===== config.mk =====
export PLATFORM = sky130hd
export DESIGN_NAME = uart_word_tx_flat
export DESIGN_NICKNAME = d
export VERILOG_FILES = /design/src/rtl/uart_word_tx_pkg.sv /design/src/rtl/uart_word_tx_if.sv /design/src/rtl/uart_word_tx_sync_word_fifo.sv /design/src/rtl/uart_word_tx.sv /design/src/flat_wrapper.sv
export SDC_FILE = /design/constraint.sdc
export NUM_CORES = 1
export LEC_CHECK = 0
export CORE_MARGIN = 8
export CORE_UTILIZATION = 45
export DETAILED_ROUTE_END_ITERATION = 8
export MAX_ROUTING_LAYER = met4
export PLACE_DENSITY = 0.73
export RECOVER_POWER = 25
export SETUP_SLACK_MARGIN = 0.05
export SLEW_MARGIN = 20
export SYNTH_ARGS = -nofsm -noshare
export SYNTH_HDL_FRONTEND = slang
export SYNTH_SLANG_ARGS = --single-unit

===== constraint.sdc =====
create_clock -name i_clk -period 2.3 [get_ports i_clk]
set_clock_uncertainty 0.1 [all_clocks]
set_input_delay 0.23 -clock i_clk [delete_from_list [all_inputs] [get_ports i_clk]]
set_output_delay 0.23 -clock i_clk [all_outputs]
set_load 0.005 [all_outputs]

===== src/rtl/uart_word_tx_pkg.sv =====
// Shared definitions for the word-oriented UART transmitter: FSM encoding,
// line levels and default sizing.
package uart_word_tx_pkg;

  // Serializer states
  typedef enum logic [1:0] {
    IDLE,
    START,
    DATA,
    STOP
  } tx_state_e;

  // UART line levels
  localparam logic IDLE_LEVEL = 1'b1;
  localparam logic START_BIT  = 1'b0;
  localparam logic STOP_BIT   = 1'b1;

  // Defaults: 50 MHz system clock, 115200 baud, 16-bit words as 8-bit frames
  localparam int DEFAULT_CLKS_PER_BIT = 434;
  localparam int DEFAULT_WORD_SIZE    = 16;
  localparam int DEFAULT_DATA_LENGTH  = 8;
  localparam int BYTES_PER_WORD       = DEFAULT_WORD_SIZE / DEFAULT_DATA_LENGTH;

  // Number of UART frames needed to carry one word
  function automatic int bytes_per_word(input int word_size, input int data_length);
    return word_size / data_length;
  endfunction

endpackage


===== src/rtl/uart_word_tx_if.sv =====
// Word handshake between a result producer and the UART word transmitter.
interface uart_word_tx_if
  import uart_word_tx_pkg::*;
#(
  parameter int WORD_SIZE = DEFAULT_WORD_SIZE
);
  logic [WORD_SIZE-1:0] i_word;
  logic                 i_word_valid;
  logic                 o_word_ready;

  // Producer side
  modport master (output i_word, output i_word_valid, input o_word_ready);
  // Transmitter side
  modport slave  (input i_word, input i_word_valid, output o_word_ready);
endinterface


===== src/rtl/uart_word_tx_sync_word_fifo.sv =====
// Single-clock word FIFO with registered full flag and occupancy count.
// Read data is the word at the read pointer, so a pop consumes it on the same
// edge the consumer captures it.
module sync_word_fifo
  import uart_word_tx_pkg::*;
#(
  parameter int WIDTH = DEFAULT_WORD_SIZE,
  parameter int DEPTH = 16
) (
  input  logic                   i_clk,
  input  logic                   i_rst,
  input  logic                   i_push,
  input  logic [WIDTH-1:0]       i_data,
  input  logic                   i_pop,
  output logic [WIDTH-1:0]       o_data,
  output logic                   o_full,
  output logic                   o_empty,
  output logic [$clog2(DEPTH):0] o_level
);
  localparam int PTR_W = $clog2(DEPTH);
  localparam int LVL_W = PTR_W + 1;

  logic [WIDTH-1:0] mem [DEPTH];
  logic [PTR_W-1:0] wr_ptr_reg;
  logic [PTR_W-1:0] rd_ptr_reg;
  logic [LVL_W-1:0] level_reg;
  logic [LVL_W-1:0] level_next;
  logic             full_reg;
  logic             wr_en;
  logic             rd_en;

  // A push while full is dropped even if a pop frees a slot on the same edge
  assign wr_en = i_push && !full_reg;
  assign rd_en = i_pop && (level_reg != '0);

  // Occupancy: simultaneous push and pop leave the level unchanged
  always_comb begin
    level_next = level_reg;
    if (wr_en && !rd_en) begin
      level_next = level_reg + LVL_W'(1);
    end else if (rd_en && !wr_en) begin
      level_next = level_reg - LVL_W'(1);
    end
  end

  // Storage array; contents need no reset since the pointers gate every read
  always_ff @(posedge i_clk) begin
    if (wr_en) begin
      mem[wr_ptr_reg] <= i_data;
    end
  end

  // Pointers, level and full flag
  always_ff @(posedge i_clk or negedge i_rst) begin
    if (!i_rst) begin
      wr_ptr_reg <= '0;
      rd_ptr_reg <= '0;
      level_reg  <= '0;
      full_reg   <= 1'b0;
    end else begin
      if (wr_en) wr_ptr_reg <= wr_ptr_reg + PTR_W'(1);
      if (rd_en) rd_ptr_reg <= rd_ptr_reg + PTR_W'(1);
      level_reg <= level_next;
      full_reg  <= (level_next == LVL_W'(DEPTH));
    end
  end

  assign o_data  = mem[rd_ptr_reg];
  assign o_full  = full_reg;
  assign o_empty = (level_reg == '0);
  assign o_level = level_reg;

endmodule


===== src/rtl/uart_word_tx.sv =====
// Word-oriented UART transmitter: buffers words in a FIFO and sends each one
// as a run of 8N1 frames, most-significant byte first, LSB-first within a byte.
// Frames of one word and consecutive words follow each other with no idle gap.
module uart_word_tx
  import uart_word_tx_pkg::*;
#(
  parameter int WORD_SIZE    = DEFAULT_WORD_SIZE,
  parameter int DATA_LENGTH  = DEFAULT_DATA_LENGTH,
  parameter int CLKS_PER_BIT = DEFAULT_CLKS_PER_BIT,
  parameter int FIFO_DEPTH   = 16
) (
  input  logic                        i_clk,
  input  logic                        i_rst,
  uart_word_tx_if.slave               word_if,
  output logic                        o_TX_bit,
  output logic                        o_busy,
  output logic                        o_TX_done,
  output logic [$clog2(FIFO_DEPTH):0] o_fifo_level
);
  localparam int BPW    = bytes_per_word(WORD_SIZE, DATA_LENGTH);
  localparam int BYTE_W = (BPW > 1) ? $clog2(BPW) : 1;
  localparam int BIT_W  = $clog2(DATA_LENGTH);
  localparam int CNT_W  = $clog2(CLKS_PER_BIT + 1);

  logic [WORD_SIZE-1:0]        fifo_data;
  logic                        fifo_full;
  logic                        fifo_empty;
  logic                        fifo_pop;
  logic [$clog2(FIFO_DEPTH):0] fifo_level;

  tx_state_e             state_reg, state_next;
  logic [CNT_W-1:0]      baud_reg, baud_next;
  logic [BIT_W-1:0]      bit_idx_reg, bit_idx_next;
  logic [BYTE_W-1:0]     byte_idx_reg, byte_idx_next;
  logic [WORD_SIZE-1:0]  word_reg, word_next;
  logic                  tx_reg, tx_next;
  logic                  done_reg, done_next;
  logic                  baud_wrap;
  logic [DATA_LENGTH-1:0] word_bytes [BPW];
  logic [DATA_LENGTH-1:0] cur_byte;

  sync_word_fifo #(
    .WIDTH (WORD_SIZE),
    .DEPTH (FIFO_DEPTH)
  ) u_fifo (
    .i_clk   (i_clk),
    .i_rst   (i_rst),
    .i_push  (word_if.i_word_valid),
    .i_data  (word_if.i_word),
    .i_pop   (fifo_pop),
    .o_data  (fifo_data),
    .o_full  (fifo_full),
    .o_empty (fifo_empty),
    .o_level (fifo_level)
  );

  // Byte lanes of the held word; lane 0 is the most-significant byte
  for (genvar gi = 0; gi < BPW; gi++) begin : g_lane
    assign word_bytes[gi] = word_reg[WORD_SIZE-1-gi*DATA_LENGTH -: DATA_LENGTH];
  end

  assign cur_byte  = word_bytes[byte_idx_reg];
  assign baud_wrap = (baud_reg == CNT_W'(CLKS_PER_BIT - 1));

  // Next-state logic: baud counter, bit/byte sequencing and line level
  always_comb begin
    state_next    = state_reg;
    baud_next     = '0;
    bit_idx_next  = bit_idx_reg;
    byte_idx_next = byte_idx_reg;
    word_next     = word_reg;
    tx_next       = tx_reg;
    done_next     = 1'b0;
    fifo_pop      = 1'b0;

    if (state_reg != IDLE && !baud_wrap) begin
      baud_next = baud_reg + CNT_W'(1);
    end

    case (state_reg)
      IDLE: begin
        tx_next = IDLE_LEVEL;
        if (!fifo_empty) begin
          fifo_pop      = 1'b1;
          word_next     = fifo_data;
          byte_idx_next = '0;
          state_next    = START;
          tx_next       = START_BIT;
        end
      end
      START: begin
        if (baud_wrap) begin
          state_next   = DATA;
          bit_idx_next = '0;
          tx_next      = cur_byte[0];
        end
      end
      DATA: begin
        if (baud_wrap) begin
          if (bit_idx_reg == BIT_W'(DATA_LENGTH - 1)) begin
            state_next = STOP;
            tx_next    = STOP_BIT;
          end else begin
            bit_idx_next = bit_idx_reg + BIT_W'(1);
            tx_next      = cur_byte[bit_idx_next];
          end
        end
      end
      STOP: begin
        if (baud_wrap) begin
          if (byte_idx_reg != BYTE_W'(BPW - 1)) begin
            byte_idx_next = byte_idx_reg + BYTE_W'(1);
            state_next    = START;
            tx_next       = START_BIT;
          end else begin
            done_next = 1'b1;
            if (!fifo_empty) begin
              fifo_pop      = 1'b1;
              word_next     = fifo_data;
              byte_idx_next = '0;
              state_next    = START;
              tx_next       = START_BIT;
            end else begin
              state_next = IDLE;
              tx_next    = IDLE_LEVEL;
            end
          end
        end
      end
      default: begin
        state_next = IDLE;
        tx_next    = IDLE_LEVEL;
      end
    endcase
  end

  // Serializer state; reset drives the line idle at once, even mid-frame
  always_ff @(posedge i_clk or negedge i_rst) begin
    if (!i_rst) begin
      state_reg    <= IDLE;
      baud_reg     <= '0;
      bit_idx_reg  <= '0;
      byte_idx_reg <= '0;
      word_reg     <= '0;
      tx_reg       <= IDLE_LEVEL;
      done_reg     <= 1'b0;
    end else begin
      state_reg    <= state_next;
      baud_reg     <= baud_next;
      bit_idx_reg  <= bit_idx_next;
      byte_idx_reg <= byte_idx_next;
      word_reg     <= word_next;
      tx_reg       <= tx_next;
      done_reg     <= done_next;
    end
  end

  assign word_if.o_word_ready = !fifo_full;
  assign o_TX_bit             = tx_reg;
  assign o_TX_done            = done_reg;
  assign o_busy               = (state_reg != IDLE) || !fifo_empty;
  assign o_fifo_level         = fifo_level;

endmodule


===== src/flat_wrapper.sv =====
// flat-port wrapper written by rule: the top's interface ports become plain ports
module uart_word_tx_flat import uart_word_tx_pkg::*;
#(
  parameter int WORD_SIZE    = DEFAULT_WORD_SIZE,
  parameter int DATA_LENGTH  = DEFAULT_DATA_LENGTH,
  parameter int CLKS_PER_BIT = DEFAULT_CLKS_PER_BIT,
  parameter int FIFO_DEPTH   = 16
)
  (i_clk, i_rst, o_TX_bit, o_busy, o_TX_done, o_fifo_level, word_if_i_word, word_if_i_word_valid, word_if_o_word_ready);
  uart_word_tx_if #(.WORD_SIZE(WORD_SIZE)) word_if_i ();
  input  logic i_clk;
  input  logic i_rst;
  output logic o_TX_bit;
  output logic o_busy;
  output logic o_TX_done;
  output logic [$clog2(FIFO_DEPTH):0] o_fifo_level;
  input wire logic [$bits(word_if_i.i_word)-1:0] word_if_i_word;
  input wire logic [$bits(word_if_i.i_word_valid)-1:0] word_if_i_word_valid;
  output wire logic [$bits(word_if_i.o_word_ready)-1:0] word_if_o_word_ready;
  assign word_if_i.i_word = word_if_i_word;
  assign word_if_i.i_word_valid = word_if_i_word_valid;
  assign word_if_o_word_ready = word_if_i.o_word_ready;
  uart_word_tx #(.WORD_SIZE(WORD_SIZE), .DATA_LENGTH(DATA_LENGTH), .CLKS_PER_BIT(CLKS_PER_BIT), .FIFO_DEPTH(FIFO_DEPTH)) u_core (.i_clk(i_clk), .i_rst(i_rst), .word_if(word_if_i), .o_TX_bit(o_TX_bit), .o_busy(o_busy), .o_TX_done(o_TX_done), .o_fifo_level(o_fifo_level));
endmodule

==> results of run 1 <==
metal layers:
layer	vias to the layer above	global-route usage, %	wire length (um)
li1	2720	-	-
met1	3345	21.9	11300
met2	284	27.0	13600
met3	57	2.67	1970
met4	0	4.69	709
met5	-	-	0
what timing repair did:
item / in CTS / in global routing
hold buffers: 1 / 0
buffers inserted: 5 / 8
pin swaps: 6 / 5
setup endpoints to repair: 9 / 21
resized for setup: 8 / 14
gates cloned: 0 / 4
endpoints found under the hold margin: 25 / 0
cells by family (layout without fill, tap and decap cells):
group,after synthesis,count (layout),synth area share [%]
flops,303,303,71.6
mux,102,102,17.2
simple gates,99,99,4.64
compound gates,44,44,2.54
buf+inv,38,160,1.48
fa+ha+maj,16,16,1.62
xor+xnor,13,13,0.920
other cells,0,1,0
stage by stage:
step | setup WS, ps | TNS, ps | power, W
finish | -25.8 | -88.9 | 0.0183
global route | -74.4 | -408 | 0.0190
CTS | 9.06 | 0 | 0.0179
detailed placement | -56.5 | -56.5 | 0.0133
global placement | 74.1 | 0 | 0.0131
floorplan | 38.2 | 0 | 0.0113
path summary, 6_finish.rpt:
| kind | cells after the start | to | slack [ps] | start |
|---|---|---|---|---|
| min in group i_clk | 1 | u_core.word_bytes[10] | 420 | u_core.word_bytes[10] |
| min | 2 | u_core.baud_reg[3] | 180 | i_rst |
| min reg2reg | 1 | u_core.word_bytes[10] | 420 | u_core.word_bytes[10] |
| max in group asynchronous | 3 | u_core.u_fifo.o_level[0] | 1270 | i_rst |
| max reg2reg | 5 | u_core.word_bytes[5] | -30 | u_core.u_fifo.rd_ptr_reg[0] |
| max | 5 | u_core.word_bytes[5] | -30 | u_core.u_fifo.rd_ptr_reg[0] |
critical path, cell delays in order, from the launching register on:
cell,delay [ps]
sky130_fd_sc_hd__dfrtp_4,540
sky130_fd_sc_hd__buf_12,150
sky130_fd_sc_hd__clkbuf_16,150
sky130_fd_sc_hd__mux4_2,500
sky130_fd_sc_hd__mux4_2,480
sky130_fd_sc_hd__mux2_4,270
where the power goes:
| part | internal [W] | total [W] | switching, W |
|---|---|---|---|
| clock network | 0.00247 | 0.00446 | 0.00199 |
| registers | 0.00679 | 0.00727 | 0.000486 |
| logic | 0.00357 | 0.00653 | 0.00296 |
layout make-up:
cell class / count / area (sq um) / share of cell area (%)
clock inverter: 19 / 134 / 0.905
multi-input combinational: 274 / 3430 / 23.2
clock buffer: 35 / 758 / 5.13
inverter: 11 / 41.3 / 0.279
tap: 341 / 427 / 2.88
antenna: 1 / 2.50 / 0.0169
timing repair buffer: 95 / 1130 / 7.65
sequential: 303 / 8870 / 60.0
layout by cell type (no fill, tap or decap), types with 6 or more instances in the layout:
cell,instances
sky130_fd_sc_hd__clkinv_2,6
sky130_fd_sc_hd__nor2_1,16
sky130_fd_sc_hd__and2_1,17
sky130_fd_sc_hd__buf_4,39
sky130_fd_sc_hd__nand4_1,7
sky130_fd_sc_hd__clkinv_1,8
sky130_fd_sc_hd__inv_1,9
sky130_fd_sc_hd__a21oi_1,9
sky130_fd_sc_hd__buf_12,20
sky130_fd_sc_hd__ha_1,14
sky130_fd_sc_hd__dfrtp_1,42
sky130_fd_sc_hd__dlygate4sd3_1,11
sky130_fd_sc_hd__nand2_1,18
sky130_fd_sc_hd__edfxtp_1,256
sky130_fd_sc_hd__xnor2_1,10
sky130_fd_sc_hd__mux4_2,84
sky130_fd_sc_hd__clkbuf_16,32
sky130_fd_sc_hd__a22o_1,6
sky130_fd_sc_hd__mux2_4,12
sky130_fd_sc_hd__clkdlybuf4s50_1,15
==> impl_metrics.xml, run 1 <==
<?xml version="1.0" encoding="UTF-8"?>
<metrics>
  <group name="sta">
    <metric name="final_min_period_over_clock_period" unit="%">101</metric>
    <metric name="hold_slack" unit="ps">178</metric>
    <metric name="timing.max_slew.rel_slack" unit="%">51.8</metric>
    <metric name="final-setup-viol-count" unit="">6</metric>
    <metric name="period_minus_slack" unit="ps">2330</metric>
    <metric name="rsz_0062_raised_after_global_routing" unit="">yes</metric>
    <metric name="fmax" unit="MHz">430</metric>
    <metric name="maxSlewViolCount" unit="">0</metric>
    <metric name="hold_viol_final" unit="">0</metric>
    <metric name="max_slew.worst_pin.slew" unit="ps">723</metric>
    <metric name="layout_setup_ws" unit="ps">-25.8</metric>
  </group>
  <group name="grt">
    <metric name="grt_first_pass_wirelength" unit="mm">40.9</metric>
    <metric name="largest_net_degree_at_the_start_of_global_routing" unit="">35</metric>
    <metric name="gr-total-overflow" unit="">0</metric>
    <metric name="groute.usage.overall" unit="%">16.7</metric>
    <metric name="first_global_vias" unit="">6676</metric>
    <metric name="number_of_antenna_violations_at_the_first_check_in_global_routing" unit="">1</metric>
  </group>
  <group name="placement">
    <metric name="gp_congestion" unit="">0.850</metric>
    <metric name="postPlaceCellArea" unit="sq um">13600</metric>
    <metric name="io_buffer_count" unit="">27</metric>
    <metric name="placed_instance_count" unit="">1006</metric>
    <metric name="place.detailed.hpwl" unit="mm">15.3</metric>
  </group>
  <group name="worst_setup_path">
    <metric name="timing.setup.critical_path_class" unit="">flip-flop to flip-flop</metric>
    <metric name="cp-start-kind" unit="">flip-flop</metric>
    <metric name="worstPathMaxFanout" unit="">6</metric>
    <metric name="crit_path_end_kind" unit="">flip-flop</metric>
    <metric name="worst-endpoint-required" unit="ps">2640</metric>
    <metric name="worst-endpoint-arrival" unit="ps">2660</metric>
  </group>
  <group name="yosys">
    <metric name="synth_top_area_cell" unit="">sky130_fd_sc_hd__edfxtp_1</metric>
    <metric name="synth.net_count" unit="">650</metric>
    <metric name="synth-seq-cells" unit="">303</metric>
    <metric name="synthTopCellsByArea" unit="">sky130_fd_sc_hd__edfxtp_1 (62%), sky130_fd_sc_hd__mux4_2 (15%), sky130_fd_sc_hd__dfrtp_1 (9.3%), sky130_fd_sc_hd__ha_1 (1.6%), sky130_fd_sc_hd__mux2_4 (1.2%)</metric>
    <metric name="synthFlopType" unit="">sky130_fd_sc_hd__edfxtp_1</metric>
    <metric name="post-synth-top-count-cell" unit="">sky130_fd_sc_hd__edfxtp_1</metric>
    <metric name="synthesis.instances" unit="">615</metric>
    <metric name="netlist_area" unit="sq um">12400</metric>
    <metric name="async_flop_share" unit="%">15.5</metric>
    <metric name="yosys.cell_types.count" unit="">56</metric>
    <metric name="synth.yosys.seq_area_share" unit="%">71.6</metric>
    <metric name="synth_enable_flop_cells" unit="">256</metric>
    <metric name="post-synth-top-area-fraction" unit="%">62.1</metric>
    <metric name="synth.cells.most_frequent" unit="">sky130_fd_sc_hd__edfxtp_1 (256), sky130_fd_sc_hd__mux4_2 (84), sky130_fd_sc_hd__dfrtp_1 (46), sky130_fd_sc_hd__nand2_1 (20), sky130_fd_sc_hd__and2_1 (17)</metric>
    <metric name="synth.avg_cell_area" unit="sq um">20.1</metric>
    <metric name="synth.yosys.warnings" unit="">0</metric>
  </group>
  <group name="clocking">
    <metric name="clock_latency_of_the_later_clocked_register_in_the_worst_skew_pair" unit="ps">560</metric>
    <metric name="clkTransAtPathRegs" unit="ps">70</metric>
    <metric name="cts_root_buf" unit="">sky130_fd_sc_hd__clkbuf_16</metric>
    <metric name="cts_max_level" unit="">1</metric>
    <metric name="cts_inserted_buffers" unit="">29</metric>
    <metric name="cts_num_sinks" unit="">303</metric>
    <metric name="cts_tree" unit="">yes</metric>
    <metric name="cts_max_path_buffers" unit="">3</metric>
  </group>
  <group name="route">
    <metric name="route.vias.total" unit="">6406</metric>
    <metric name="count_of_nets_left_with_antenna_violations_after_detail_routing" unit="">0</metric>
    <metric name="drcViolationCount" unit="">0</metric>
    <metric name="wl_per_cell" unit="um">25.6</metric>
    <metric name="viasPerCell" unit="">5.94</metric>
    <metric name="drtIter0Drc" unit="">643</metric>
    <metric name="postRouteWirelength" unit="mm">27.6</metric>
    <metric name="drt_pre_antenna_iters" unit="">5</metric>
  </group>
  <group name="final_layout">
    <metric name="final_core_util" unit="%">54.9</metric>
    <metric name="drive_above_1_share" unit="%">31.9</metric>
    <metric name="design_area" unit="sq um">14800</metric>
    <metric name="filler_cell_count" unit="">1963</metric>
    <metric name="largest_reg_flops" unit="">256</metric>
    <metric name="syn2layout_area_growth" unit="%">19.5</metric>
    <metric name="final_cells" unit="">1079</metric>
    <metric name="finish.net_count" unit="">749</metric>
  </group>
  <group name="die">
    <metric name="die_width" unit="um">182</metric>
    <metric name="floorplan.initialDensity" unit="%">45.9</metric>
    <metric name="boundary_pin_count" unit="">28</metric>
    <metric name="dieArea" unit="sq um">33100</metric>
    <metric name="area_of_the_core" unit="sq um">27000</metric>
    <metric name="row_count" unit="">60</metric>
    <metric name="die_boundary_height" unit="um">182</metric>
  </group>
  <group name="power_and_ir_drop">
    <metric name="power_density" unit="nW/um^2">1230</metric>
    <metric name="p_leak" unit="nW">5.07</metric>
    <metric name="ir_drop" unit="mV">0.679</metric>
  </group>
  <group name="run">
    <metric name="maxCapViolCount" unit="">0</metric>
  </group>
  <group name="outcome">
    <metric name="run_status" unit="">finished, violations left</metric>
    <metric name="failing_checks" unit="">setup timing</metric>
  </group>
  <group name="min_path">
    <metric name="worstHoldPathType" unit="">input port to async pin</metric>
  </group>
</metrics>
No activity file was read; power rests on OpenSTA's default activity.
==> run 2, diff against run 1 <==
--- a/config.mk
+++ b/config.mk
@@ -5,11 +5,13 @@
 export SDC_FILE = /design/constraint.sdc
 export NUM_CORES = 1
 export LEC_CHECK = 0
+export CELL_PAD_IN_SITES_DETAIL_PLACEMENT = 0
+export CELL_PAD_IN_SITES_GLOBAL_PLACEMENT = 1
 export CORE_MARGIN = 8
 export CORE_UTILIZATION = 45
 export DETAILED_ROUTE_END_ITERATION = 8
 export MAX_ROUTING_LAYER = met4
-export PLACE_DENSITY = 0.73
+export PLACE_DENSITY = 0.77
 export RECOVER_POWER = 25
 export SETUP_SLACK_MARGIN = 0.05
 export SLEW_MARGIN = 20
==> constraint.sdc (replaced) <==
create_clock -name i_clk -period 2.2 [get_ports i_clk]
set_clock_uncertainty 0.1 [all_clocks]
set_input_delay 0.22 -clock i_clk [delete_from_list [all_inputs] [get_ports i_clk]]
set_output_delay 0.22 -clock i_clk [all_outputs]
set_load 0.005 [all_outputs]
==> run 2 against run 1 <==
Effect of this change:
- the run still ends with setup timing left
- design area grew 1.8%
- combinational power up 12%
- worst setup slack lost 48 ps
- clock-buffer cell count grew 6
- non-clock buffer count rose by 13
- total power increased by 7.4%
- die area unchanged
- clock power increased by 7.0%
- first-iteration DRC count down 8.2%
- highest routed layer unchanged
==> impl_metrics.xml, run 2 (same netlist as run 1, synthesis figures left out) <==
<?xml version="1.0" encoding="UTF-8"?>
<metrics>
  <group name="run">
    <metric name="maxCapViolCount" unit="">0</metric>
  </group>
  <group name="die">
    <metric name="floorplan.initialDensity" unit="%">45.9</metric>
    <metric name="die_boundary_height" unit="um">182</metric>
    <metric name="boundary_pin_count" unit="">28</metric>
    <metric name="die_width" unit="um">182</metric>
    <metric name="area_of_the_core" unit="sq um">27000</metric>
    <metric name="dieArea" unit="sq um">33100</metric>
    <metric name="row_count" unit="">60</metric>
  </group>
  <group name="clocking">
    <metric name="cts_max_path_buffers" unit="">3</metric>
    <metric name="clkTransAtPathRegs" unit="ps">70</metric>
    <metric name="cts_tree" unit="">yes</metric>
    <metric name="cts_root_buf" unit="">sky130_fd_sc_hd__clkbuf_16</metric>
    <metric name="cts_inserted_buffers" unit="">29</metric>
    <metric name="cts_num_sinks" unit="">303</metric>
    <metric name="cts_max_level" unit="">1</metric>
    <metric name="clock_latency_of_the_later_clocked_register_in_the_worst_skew_pair" unit="ps">560</metric>
  </group>
  <group name="grt">
    <metric name="globalRoute.busiestLayer" unit="">met2</metric>
    <metric name="number_of_antenna_violations_at_the_first_check_in_global_routing" unit="">0</metric>
    <metric name="gr-total-overflow" unit="">0</metric>
    <metric name="grt.met2_usage" unit="%">28.2</metric>
    <metric name="met3_usage" unit="%">2.95</metric>
    <metric name="groute.usage.overall" unit="%">16.4</metric>
    <metric name="gr-usage-met1" unit="%">19.9</metric>
    <metric name="grt_first_pass_wirelength" unit="mm">39.8</metric>
    <metric name="first_global_vias" unit="">6611</metric>
    <metric name="largest_net_degree_at_the_start_of_global_routing" unit="">29</metric>
  </group>
  <group name="worst_setup_path">
    <metric name="crit_path_end_kind" unit="">flip-flop</metric>
    <metric name="r2r.worst_path.cells" unit="">5</metric>
    <metric name="critical_path.cell_chain" unit="">buf_12 &gt; buf_16 &gt; mux4_2 &gt; mux4_2 &gt; mux2_4</metric>
    <metric name="timing.setup.critical_path_class" unit="">flip-flop to flip-flop</metric>
    <metric name="critical_path_buf_inv_count" unit="">2</metric>
    <metric name="critical_path_cell_count" unit="">5</metric>
    <metric name="worst-endpoint-arrival" unit="ps">2610</metric>
    <metric name="cp-start-kind" unit="">flip-flop</metric>
    <metric name="maximum_cell_stage_delay_along_the_critical_path" unit="ps">540</metric>
    <metric name="worst-endpoint-required" unit="ps">2540</metric>
    <metric name="worstPathMaxFanout" unit="">6</metric>
    <metric name="path_delay_family" unit="">multiplexers</metric>
    <metric name="crit_path_frequent_cell" unit="">sky130_fd_sc_hd__mux4_2</metric>
    <metric name="critPathSlowestCell" unit="">sky130_fd_sc_hd__mux4_2</metric>
  </group>
  <group name="final_layout">
    <metric name="final_common_cell" unit="">sky130_fd_sc_hd__edfxtp_1</metric>
    <metric name="final_cells" unit="">1091</metric>
    <metric name="drive_above_1_share" unit="%">34.7</metric>
    <metric name="filler_cell_count" unit="">1963</metric>
    <metric name="layout.cells.most_common_list" unit="">sky130_fd_sc_hd__edfxtp_1 (256), sky130_fd_sc_hd__mux4_2 (84), sky130_fd_sc_hd__dfrtp_1 (43)</metric>
    <metric name="largest_reg_flops" unit="">256</metric>
    <metric name="final_core_util" unit="%">55.9</metric>
    <metric name="syn2layout_area_growth" unit="%">21.6</metric>
    <metric name="finish.net_count" unit="">762</metric>
    <metric name="antenna-diode-count" unit="">0</metric>
  </group>
  <group name="placement">
    <metric name="place.detailed.hpwl" unit="mm">15.4</metric>
    <metric name="gp_congestion" unit="">0.811</metric>
    <metric name="io_buffer_count" unit="">27</metric>
    <metric name="placed_instance_count" unit="">1016</metric>
  </group>
  <group name="route">
    <metric name="postRouteWirelength" unit="mm">27.5</metric>
    <metric name="drt_pre_antenna_iters" unit="">5</metric>
    <metric name="count_of_nets_left_with_antenna_violations_after_detail_routing" unit="">0</metric>
    <metric name="route.vias.total" unit="">6392</metric>
    <metric name="drcViolationCount" unit="">0</metric>
    <metric name="wl_per_cell" unit="um">25.2</metric>
    <metric name="viasPerCell" unit="">5.86</metric>
    <metric name="drtIter0Drc" unit="">590</metric>
  </group>
  <group name="power_and_ir_drop">
    <metric name="ir_drop" unit="mV">0.820</metric>
    <metric name="power_density" unit="nW/um^2">1300</metric>
    <metric name="p_leak" unit="nW">5.21</metric>
  </group>
  <group name="sta">
    <metric name="maxSlewViolCount" unit="">0</metric>
    <metric name="timing.max_slew.rel_slack" unit="%">20.9</metric>
    <metric name="rsz_0062_raised_after_global_routing" unit="">yes</metric>
    <metric name="final-setup-viol-count" unit="">14</metric>
    <metric name="layout_setup_ws" unit="ps">-73.6</metric>
    <metric name="final_min_period_over_clock_period" unit="%">103</metric>
    <metric name="period_minus_slack" unit="ps">2270</metric>
    <metric name="hold_viol_final" unit="">0</metric>
    <metric name="max_slew.worst_pin.slew" unit="ps">1190</metric>
    <metric name="fmax" unit="MHz">440</metric>
  </group>
  <group name="outcome">
    <metric name="failing_checks" unit="">setup timing</metric>
    <metric name="run_status" unit="">finished, violations left</metric>
  </group>
  <group name="min_path">
    <metric name="worstHoldPathType" unit="">input port to async pin</metric>
  </group>
</metrics>
## run 2: changes by cell type in the layout (fill, tap and decap cells not counted), moves of 2 or more
cell	delta
sky130_fd_sc_hd__a211oi_1	-2
sky130_fd_sc_hd__buf_12	+3
sky130_fd_sc_hd__buf_6	+11
sky130_fd_sc_hd__clkbuf_1	+5
sky130_fd_sc_hd__clkbuf_16	+2
sky130_fd_sc_hd__clkbuf_8	+2
sky130_fd_sc_hd__clkinv_1	-8
sky130_fd_sc_hd__inv_1	-2
sky130_fd_sc_hd__inv_2	+2
sky130_fd_sc_hd__mux2_2	-3
sky130_fd_sc_hd__mux2_4	+3
## run 2: what timing repair did
item	CTS	global route
hold buffers	1	0
setup endpoints to repair	19	24
endpoints found under the hold margin	35	0
cloned	0	7
buffers inserted	3	10
gates resized for setup	14	38
pin swaps	8	16
## run 2: layout make-up
class                   instances  area, sq um  area share [%]
well taps                     341          427            2.83
clock buffers                  41          801            5.32
repair buffers                108         1320            8.74
flip-flops and latches        303         8870            58.9
multi-input cells             274         3480            23.1
clock inverters                13          120           0.798
inverters                      11         41.3           0.274
## run 2: worst paths after layout
kind / start / endpoint / slack (ps)
hold reg to reg: u_core.word_bytes[9] / u_core.word_bytes[9] / 420
max in group asynchronous: i_rst / u_core.u_fifo.rd_ptr_reg[0] / 730
hold / removal: i_rst / u_core.state_reg[0] / 340
setup / recovery: u_core.u_fifo.rd_ptr_reg[0] / u_core.word_bytes[6] / -70
setup reg to reg: u_core.u_fifo.rd_ptr_reg[0] / u_core.word_bytes[6] / -70
min in group i_clk: word_if_i_word_valid / u_core.u_fifo.wr_ptr_reg[2] / 410
## run 2: where the power goes
group,internal [W],leakage (nW),switching (W)
clock network,0.00268,0.446,0.00209
registers,0.00710,2.89,0.000456
logic,0.00408,1.87,0.00322
total,0.0139,5.21,0.00577
## run 2: worst register-to-register path: stages, from the launching register on
cell	delay [ps]
sky130_fd_sc_hd__dfrtp_4	460
sky130_fd_sc_hd__buf_12	150
sky130_fd_sc_hd__buf_16	140
sky130_fd_sc_hd__mux4_2	540
sky130_fd_sc_hd__mux4_2	500
sky130_fd_sc_hd__mux2_4	280
## run 2: through the flow
stage | TNS, ps | setup WS (ps) | power (W) | hold slack, ps | cell area, sq um
CTS | -307 | -44.6 | 0.0190 | 75.8 | 14700
global route | -953 | -96.0 | 0.0205 | 434 | 15100
global placement | -106 | -26.9 | 0.0138 | 92.1 | 13700
detailed placement | -389 | -70.9 | 0.0141 | 114 | 13700
finish | -379 | -73.6 | 0.0196 | 336 | 15100
floorplan | -164 | -61.8 | 0.0119 | -176 | 12500
## run 2: routing by layer
| metal | up-vias | wire (um) | part of all wire [%] |
|---|---|---|---|
| met5 | - | 0 | 0 |
| li1 | 2741 | - | - |
| met2 | 246 | 14300 | 52 |
| met3 | 47 | 1690 | 6.1 |
| met4 | 0 | 629 | 2.3 |
| met1 | 3358 | 10800 | 39 |
